File: src/rtl/memory_access_sb.sv
// memory_access_sb
// Memory-stage unit with a store buffer in front of an external data memory.
// Stores are posted into a circular buffer. The buffer drains one entry at a
// time over a req/ack port. Load misses use the same port with variable
// latency. Only one memory transaction is in flight at any time.
//
// Optional feature macro: MEM_SB_LOAD_FWD_EN
//   defined   : a load whose address matches a buffered store gets that data
//               straight from the buffer. If several entries match, the
//               youngest one wins.
//   undefined : there is no address compare. A load waits until the buffer
//               is empty and then reads memory.
//
// Ports
//   clk, reset          rising-edge clock; asynchronous active-high reset
//   op_valid/op_load/op_store
//                       memory op handshake; fields are held while stall=1
//   ra_sel, wa_sel      load/store address source (0=ra_pipe, 1=alu_out)
//   ra_pipe, alu_out    address sources
//   din_sel, fwd_sel    store data base (rf_out1/rf_out2) and forward override
//   rf_out1, rf_out2, sig_b, sig_c, sig_z
//                       store data sources
//   mem_data            load result, valid while a load sees stall=0
//   ra_inc              ra_pipe + 1
//   stall               hold the pipeline (combinational)
//   mem_req/mem_we/mem_addr/mem_wdata
//                       registered memory request, held until ack
//   mem_ack, mem_rdata  memory completion and read data
module memory_access_sb #(
    parameter int DATA_W   = 16,
    parameter int ADDR_W   = 16,
    parameter int SB_DEPTH = 4
) (
    input  logic              clk,
    input  logic              reset,
    input  logic              op_valid,
    input  logic              op_load,
    input  logic              op_store,
    input  logic              ra_sel,
    input  logic              wa_sel,
    input  logic [DATA_W-1:0] ra_pipe,
    input  logic [DATA_W-1:0] alu_out,
    input  logic              din_sel,
    input  logic [1:0]        fwd_sel,
    input  logic [DATA_W-1:0] rf_out1,
    input  logic [DATA_W-1:0] rf_out2,
    input  logic [DATA_W-1:0] sig_b,
    input  logic [DATA_W-1:0] sig_c,
    input  logic [DATA_W-1:0] sig_z,
    output logic [DATA_W-1:0] mem_data,
    output logic [DATA_W-1:0] ra_inc,
    output logic              stall,
    output logic              mem_req,
    output logic              mem_we,
    output logic [ADDR_W-1:0] mem_addr,
    output logic [DATA_W-1:0] mem_wdata,
    input  logic              mem_ack,
    input  logic [DATA_W-1:0] mem_rdata
);

    localparam int PTR_W = $clog2(SB_DEPTH);
    localparam int CNT_W = PTR_W + 1;

    typedef enum logic [1:0] {
        IDLE  = 2'd0,
        RD    = 2'd1,
        RDONE = 2'd2,
        WR    = 2'd3
    } state_t;

    state_t            state_q, state_d;
    logic [PTR_W-1:0]  head_q, head_d;
    logic [PTR_W-1:0]  tail_q, tail_d;
    logic [CNT_W-1:0]  count_q, count_d;
    logic [ADDR_W-1:0] sbAddr_q [SB_DEPTH];
    logic [DATA_W-1:0] sbData_q [SB_DEPTH];
    logic [DATA_W-1:0] rdata_q, rdata_d;
    logic [DATA_W-1:0] lastData_q, lastData_d;
    logic              memReq_q, memReq_d;
    logic              memWe_q, memWe_d;
    logic [ADDR_W-1:0] memAddr_q, memAddr_d;
    logic [DATA_W-1:0] memWdata_q, memWdata_d;

    logic [DATA_W-1:0] loadSrc, storeSrc, storeBase, storeData;
    logic [ADDR_W-1:0] loadAddr, storeAddr;
    logic              sbFull, storeReq, push, pop;
    logic              loadReq, loadHit, loadMiss, rdAllowed;
    logic [DATA_W-1:0] hitData, memDataOut;

    // Addresses are the low ADDR_W bits of the selected source.
    assign loadSrc   = ra_sel ? alu_out : ra_pipe;
    assign storeSrc  = wa_sel ? alu_out : ra_pipe;
    assign loadAddr  = loadSrc[ADDR_W-1:0];
    assign storeAddr = storeSrc[ADDR_W-1:0];
    assign storeBase = din_sel ? rf_out2 : rf_out1;

    // Store data: register-file base unless a forwarded value overrides it.
    always_comb begin
        storeData = storeBase;
        case (fwd_sel)
            2'd1:    storeData = sig_b;
            2'd2:    storeData = sig_c;
            2'd3:    storeData = sig_z;
            default: storeData = storeBase;
        endcase
    end

    // A full buffer blocks the push even if an entry pops in the same cycle.
    // The stalled store is therefore accepted one cycle after the pop.
    assign sbFull   = (count_q == CNT_W'(SB_DEPTH));
    assign storeReq = op_valid & op_store;
    assign push     = storeReq & ~sbFull;
    // In RDONE the op on the inputs is the load that is completing, so it
    // must not be evaluated again.
    assign loadReq  = op_valid & op_load & (state_q != RDONE);

`ifdef MEM_SB_LOAD_FWD_EN
    logic sbHit;

    // Walk the valid entries from oldest to youngest, so the last match
    // found is the youngest store. Entries still draining take part,
    // because an entry leaves the buffer only on its ack.
    always_comb begin
        logic [PTR_W-1:0] idx;
        idx     = '0;
        sbHit   = 1'b0;
        hitData = '0;
        for (int i = 0; i < SB_DEPTH; i++) begin
            idx = head_q + PTR_W'(i);
            if ((CNT_W'(i) < count_q) && (sbAddr_q[idx] == loadAddr)) begin
                sbHit   = 1'b1;
                hitData = sbData_q[idx];
            end
        end
    end

    assign loadHit   = loadReq & sbHit;
    assign loadMiss  = loadReq & ~sbHit;
    assign rdAllowed = 1'b1;
`else
    // Strict ordering: every load goes to memory, and only once the buffer
    // is empty.
    assign loadHit   = 1'b0;
    assign hitData   = '0;
    assign loadMiss  = loadReq;
    assign rdAllowed = (count_q == '0);
`endif

    // Transaction FSM and buffer bookkeeping. A load miss takes priority
    // over draining. A miss seen during WR waits for the ack there and then
    // issues from IDLE.
    always_comb begin
        state_d    = state_q;
        head_d     = head_q;
        tail_d     = tail_q;
        count_d    = count_q;
        rdata_d    = rdata_q;
        memReq_d   = memReq_q;
        memWe_d    = memWe_q;
        memAddr_d  = memAddr_q;
        memWdata_d = memWdata_q;
        pop        = 1'b0;
        case (state_q)
            IDLE: begin
                if (loadMiss && rdAllowed) begin
                    state_d   = RD;
                    memReq_d  = 1'b1;
                    memWe_d   = 1'b0;
                    memAddr_d = loadAddr;
                end else if (count_q != '0) begin
                    state_d    = WR;
                    memReq_d   = 1'b1;
                    memWe_d    = 1'b1;
                    memAddr_d  = sbAddr_q[head_q];
                    memWdata_d = sbData_q[head_q];
                end
            end
            RD: begin
                if (mem_ack) begin
                    rdata_d  = mem_rdata;
                    memReq_d = 1'b0;
                    state_d  = RDONE;
                end
            end
            RDONE: begin
                state_d = IDLE;
            end
            WR: begin
                if (mem_ack) begin
                    pop      = 1'b1;
                    memReq_d = 1'b0;
                    memWe_d  = 1'b0;
                    state_d  = IDLE;
                end
            end
            default: state_d = IDLE;
        endcase
        if (push) begin
            tail_d = tail_q + PTR_W'(1);
        end
        if (pop) begin
            head_d = head_q + PTR_W'(1);
        end
        case ({push, pop})
            2'b10:   count_d = count_q + CNT_W'(1);
            2'b01:   count_d = count_q - CNT_W'(1);
            default: count_d = count_q;
        endcase
    end

    // Only an outstanding read stalls unconditionally. Otherwise the stall
    // comes from a load that has to go to memory or a store into a full
    // buffer.
    always_comb begin
        stall = 1'b0;
        case (state_q)
            RD:      stall = 1'b1;
            RDONE:   stall = 1'b0;
            default: stall = loadMiss | (storeReq & sbFull);
        endcase
    end

    // mem_data keeps its last value whenever no load is completing.
    always_comb begin
        memDataOut = lastData_q;
        if (state_q == RDONE) begin
            memDataOut = rdata_q;
        end else if (loadHit) begin
            memDataOut = hitData;
        end
    end

    assign lastData_d = memDataOut;

    // Control registers. Reset drops any request immediately and discards
    // the buffered stores by clearing the pointers.
    always_ff @(posedge clk or posedge reset) begin
        if (reset) begin
            state_q    <= IDLE;
            head_q     <= '0;
            tail_q     <= '0;
            count_q    <= '0;
            rdata_q    <= '0;
            lastData_q <= '0;
            memReq_q   <= 1'b0;
            memWe_q    <= 1'b0;
            memAddr_q  <= '0;
            memWdata_q <= '0;
        end else begin
            state_q    <= state_d;
            head_q     <= head_d;
            tail_q     <= tail_d;
            count_q    <= count_d;
            rdata_q    <= rdata_d;
            lastData_q <= lastData_d;
            memReq_q   <= memReq_d;
            memWe_q    <= memWe_d;
            memAddr_q  <= memAddr_d;
            memWdata_q <= memWdata_d;
        end
    end

    // Buffer storage needs no reset. Validity comes only from head/count.
    always_ff @(posedge clk) begin
        if (push) begin
            sbAddr_q[tail_q] <= storeAddr;
            sbData_q[tail_q] <= storeData;
        end
    end

    assign mem_data  = memDataOut;
    assign ra_inc    = ra_pipe + DATA_W'(1);
    assign mem_req   = memReq_q;
    assign mem_we    = memWe_q;
    assign mem_addr  = memAddr_q;
    assign mem_wdata = memWdata_q;

endmodule

File: config.mk
export PLATFORM = sky130hd
export DESIGN_NAME = memory_access_sb
export DESIGN_NICKNAME = d
export VERILOG_FILES = /design/src/rtl/memory_access_sb.sv
export SDC_FILE = /design/constraint.sdc
export NUM_CORES = 1
export LEC_CHECK = 0
export BUFFER_PORTS_ARGS = -buffer_cell sky130_fd_sc_hd__clkbuf_2
export CAP_MARGIN = 20
export CORE_MARGIN = 5
export CORE_UTILIZATION = 25
export CTS_BUF_LIST = sky130_fd_sc_hd__clkbuf_16
export DETAILED_ROUTE_END_ITERATION = 8
export PLACE_DENSITY = 0.54
export SYNTH_ARGS = -nofsm -noshare
export SYNTH_HDL_FRONTEND = slang
export SYNTH_SLANG_ARGS = --single-unit
File: constraint.sdc
create_clock -name clk -period 2.75 [get_ports clk]
set_input_delay 0.55 -clock clk [delete_from_list [all_inputs] [get_ports clk]]
set_output_delay 0.55 -clock clk [all_outputs]
set_load 0.05 [all_outputs]
==> impl_results.md <==
* Run status: complete, no violations
* Number of antenna cells inserted at 0
* Final critical-path required period at 2.60 ns
* Initial Util at 25.2%
* Site Rows at 70
* Number of levels the H-tree was split into at 1
* P_leak at 4.63 nW
* Worst path required time at 2.20 ns
* Post-synth EDFFs at 128
* Final setup violation count at 0
* Avg Synthesized Cell Area at 16.7 µm²
* Number of distinct standard cells referenced by the synthesized netlist at 41
* Asr flop ratio synth at 36.9%
* Reg-to-reg startpoint: state_q[1]$_DFFE_PP0P_
* Relative slew slack at 55.0%
* Final Util at 32.0%
* Port Buffers at 205
* Wire length per cell after detailed routing at 16.7 µm
* CTS Root Buffer Type: sky130_fd_sc_hd__clkbuf_16
* Ordered cell list for the critical path: inv_1, ha_1, buf_4, mux2_2, clkbuf_2
* Synthesis-to-finish area growth at 27.0%
* Floorplan die height at 201 µm
* Half-perimeter wire length of the detailed placement result at 14700 µm
* Total negative slack at 0 ns
* Max Clk Rate at 384 MHz
* Worst ir drop on vdd at 0.574 mV
* Sequential area share after synthesis at 62.5%
* Total CTS buffers at 24
* Least-Margin Pin Slew at 0.675 ns
* DRC violation count after routing at 0
* Hold WS at 0.111 ns
* Clock-pin slew reported for the worst setup and hold paths after clock tree synthesis at 0.06 ns
* Final weighted congestion in routability-driven placement at 0.747
* Crit path largest cell delay at 0.44 ns
* Post-CTS repair timing setup buffer count at 0
* Kind of path behind the tightest hold check: in -> async
* Worst setup path end: mem_data[15]
* Reg-to-reg critical path endpoint: count_q[2]$_DFFE_PP0P_
* Total core area at 36300 µm²
* Crit path capture type: primary output
* Vias after detailed routing at 5492
* Power per Cell Area at 1090 nW/µm²
* Total number of yosys warnings at 0
* Gate Count Post-Synth at 549
* I/O pin count at 206
* Crit path from: state_q[0]$_DFFE_PP0P_
* Combined area of all synthesized cells at 9150 µm²
* Arrival time at the worst endpoint at 2.05 ns
* Final-layout fill cell count at 3665
* Clock tree sinks at 203
* Mux cell area share after synthesis at 21.9%
* Crit Path Category: reg -> out
* Global-route wire length before repair at 34000 µm
* XOR/XNOR Fraction of Synth Area at 1.91%
* Pin count of the biggest net entering global routing at 76
* Register bit total from synthesis at 203
* Worst setup skew after layout at 0.0102 ns
* Post-synth top flop: sky130_fd_sc_hd__edfxtp_1
* Power Total at 0.0127 W
* Area fraction in compound gates after synthesis at 4.06%
* Share of post-route cells with drive strength above 1 at 53.4%
* Clock buffer depth at 3
* # nets final at 924
* GRT Util Overall at 10.3%
* Cells on worst reg2reg path at 8
* Critical path startpoint category: register
* Critical path fanouts, max at 6
* Via count of the first global-routing pass at 5976
* Drt first pass iters at 4
* Number of nets still failing antenna checks after routing at 0
* Clock latency on the worst-skew pair at 0.51 ns
* Fin. max-slew vios at 0
* Slowest cell on the critical path: sky130_fd_sc_hd__dfrtp_2
* Minimum setup slack among reg-to-reg paths at 0.71 ns
* Area enclosed by the die boundary at 40500 µm²
* Clock tree from TritonCTS: built
* Share of synthesized cell area in and, or, nand and nor gates at 5.65%
* Max-cap check violation count at 0
* Number of nets produced by synthesis at 700
* Number of failing hold endpoints at the final stage at 0
* Number of antenna violations at the first check in global routing at 0
* Unrepaired setup endpoints after global routing: no
* Violation count after the first detailed-route iteration at 170
* Overall overflow remaining after global route at 0
* Arithmetic-cell share of the synthesized area counting full adders, half adders and majority gates at 1.72%
* Period utilization at 94.6%
* Vias/cell at 4.37
* Horizontal die dimension at 201 µm
* Dominant combinational cell family by area after synthesis: multiplexers
* Post-Route WL at 21100 µm
-- sequential cells by signal (all words and copies together), names as in the netlist --
name / cells
mem_req: 1
mem_addr: 16
state_q: 2
lastData_q: 16
sbData_q: 64
rdata_q: 16
count_q: 3
head_q: 2
mem_we: 1
sbAddr_q: 64
tail_q: 2
mem_wdata: 16
-- where the power goes --
| part | internal (W) | total [W] | switching [W] |
|---|---|---|---|
| logic | 0.00188 | 0.00519 | 0.00331 |
| registers | 0.00408 | 0.00444 | 0.000362 |
| clock network | 0.00184 | 0.00303 | 0.00119 |
| total | 0.00780 | 0.0127 | 0.00487 |
-- logic make-up after synthesis --
group                    Yosys count
AO/OA/AOI/OAI                     45
XOR/XNOR                          20
adder cells (fa/ha/maj)           12
buffers and inverters             41
flip-flops                       203
multiplexers                     130
AND/OR/NAND/NOR                   98
-- cells in the mapped netlist (all sizes together), types with 2 or more instances --
library cell,count,area share [%]
nor2b,15,1.0
nand2,32,1.4
and2,6,0.41
nand3,7,0.38
mux2i,2,0.22
nor2,25,1.5
nor4,2,0.21
buf,18,1.3
ha,11,1.5
xor2,8,0.77
o21ai,8,0.48
mux2,80,9.8
nor3,3,0.16
edfxtp,128,42
a211oi,14,1.1
xnor2,12,1.1
o31ai,16,1.9
clkbuf,11,0.45
o211a,2,0.22
mux4,48,12
a21oi,3,0.16
inv,12,0.49
dfrtp,75,21
and3,4,0.27
-- layer usage --
metal	vias to the layer above	GRT usage, %	wire (µm)
met3	28	2.26	1270
met5	-	0	0
met4	0	2.51	391
met2	169	17.0	9720
li1	2556	-	-
met1	2739	13.8	9680
-- worst min-delay path by stage --
stage	start	endpoint	slack, ns	cells after the start
floorplan	rdata_q[10]$_DFFE_PP0P_	rdata_q[10]$_DFFE_PP0P_	0.47	1
global placement	mem_addr[11]$_DFFE_PP0P_	mem_addr[11]$_DFFE_PP0P_	0.46	2
detailed placement	mem_addr[12]$_DFFE_PP0P_	mem_addr[12]$_DFFE_PP0P_	0.47	2
CTS	reset	mem_addr[9]$_DFFE_PP0P_	0.11	3
global route	reset	mem_addr[14]$_DFFE_PP0P_	0.14	3
finish	reset	mem_addr[14]$_DFFE_PP0P_	0.11	3
-- critical path: cells and delay by family, from the launching register on --
family	cells	cell delay, ns
multiplexers	1	0.35
adder cells (fa/ha/maj)	1	0.23
buffers and inverters	3	0.53
flip-flops	1	0.44
-- final cells by class --
| class | instances | area [µm²] | area share, % |
|---|---|---|---|
| clock buffer | 27 | 676 | 5.81 |
| clock inverter | 16 | 93.8 | 0.807 |
| inverter | 12 | 46.3 | 0.398 |
| multi-input combinational | 305 | 3240 | 27.9 |
| sequential | 203 | 5720 | 49.3 |
| tap | 468 | 586 | 5.04 |
| timing repair buffer | 227 | 1260 | 10.8 |
-- layout by cell type (no fill, tap or decap), types with 11 or more instances in the layout --
master	count
sky130_fd_sc_hd__xnor2_1	12
sky130_fd_sc_hd__buf_2	13
sky130_fd_sc_hd__edfxtp_1	128
sky130_fd_sc_hd__nor2_1	14
sky130_fd_sc_hd__buf_4	16
sky130_fd_sc_hd__clkbuf_16	27
sky130_fd_sc_hd__nor2b_1	15
sky130_fd_sc_hd__clkbuf_2	191
sky130_fd_sc_hd__mux2_2	80
sky130_fd_sc_hd__inv_1	18
sky130_fd_sc_hd__a211oi_1	14
sky130_fd_sc_hd__nand2_1	31
sky130_fd_sc_hd__mux4_2	48
sky130_fd_sc_hd__dfrtp_1	72
sky130_fd_sc_hd__ha_1	11
-- per-stage QoR --
step                setup WS, ns  instance area [µm²]  instances
finish                     0.149                11600       1258
global route              0.0213                11600       1258
CTS                      0.00846                11600       1258
detailed placement         0.191                10800       1215
global placement           0.205                10800       1215
floorplan                  0.115                 9150        549
-- repair_timing --
| item | 4_1_cts | 5_1_grt |
|---|---|---|
| hold buffers | 0 | 0 |
| setup endpoints to repair | 0 | 11 |
| resized for setup | 0 | 18 |
Power figures use the tool's default switching activity.
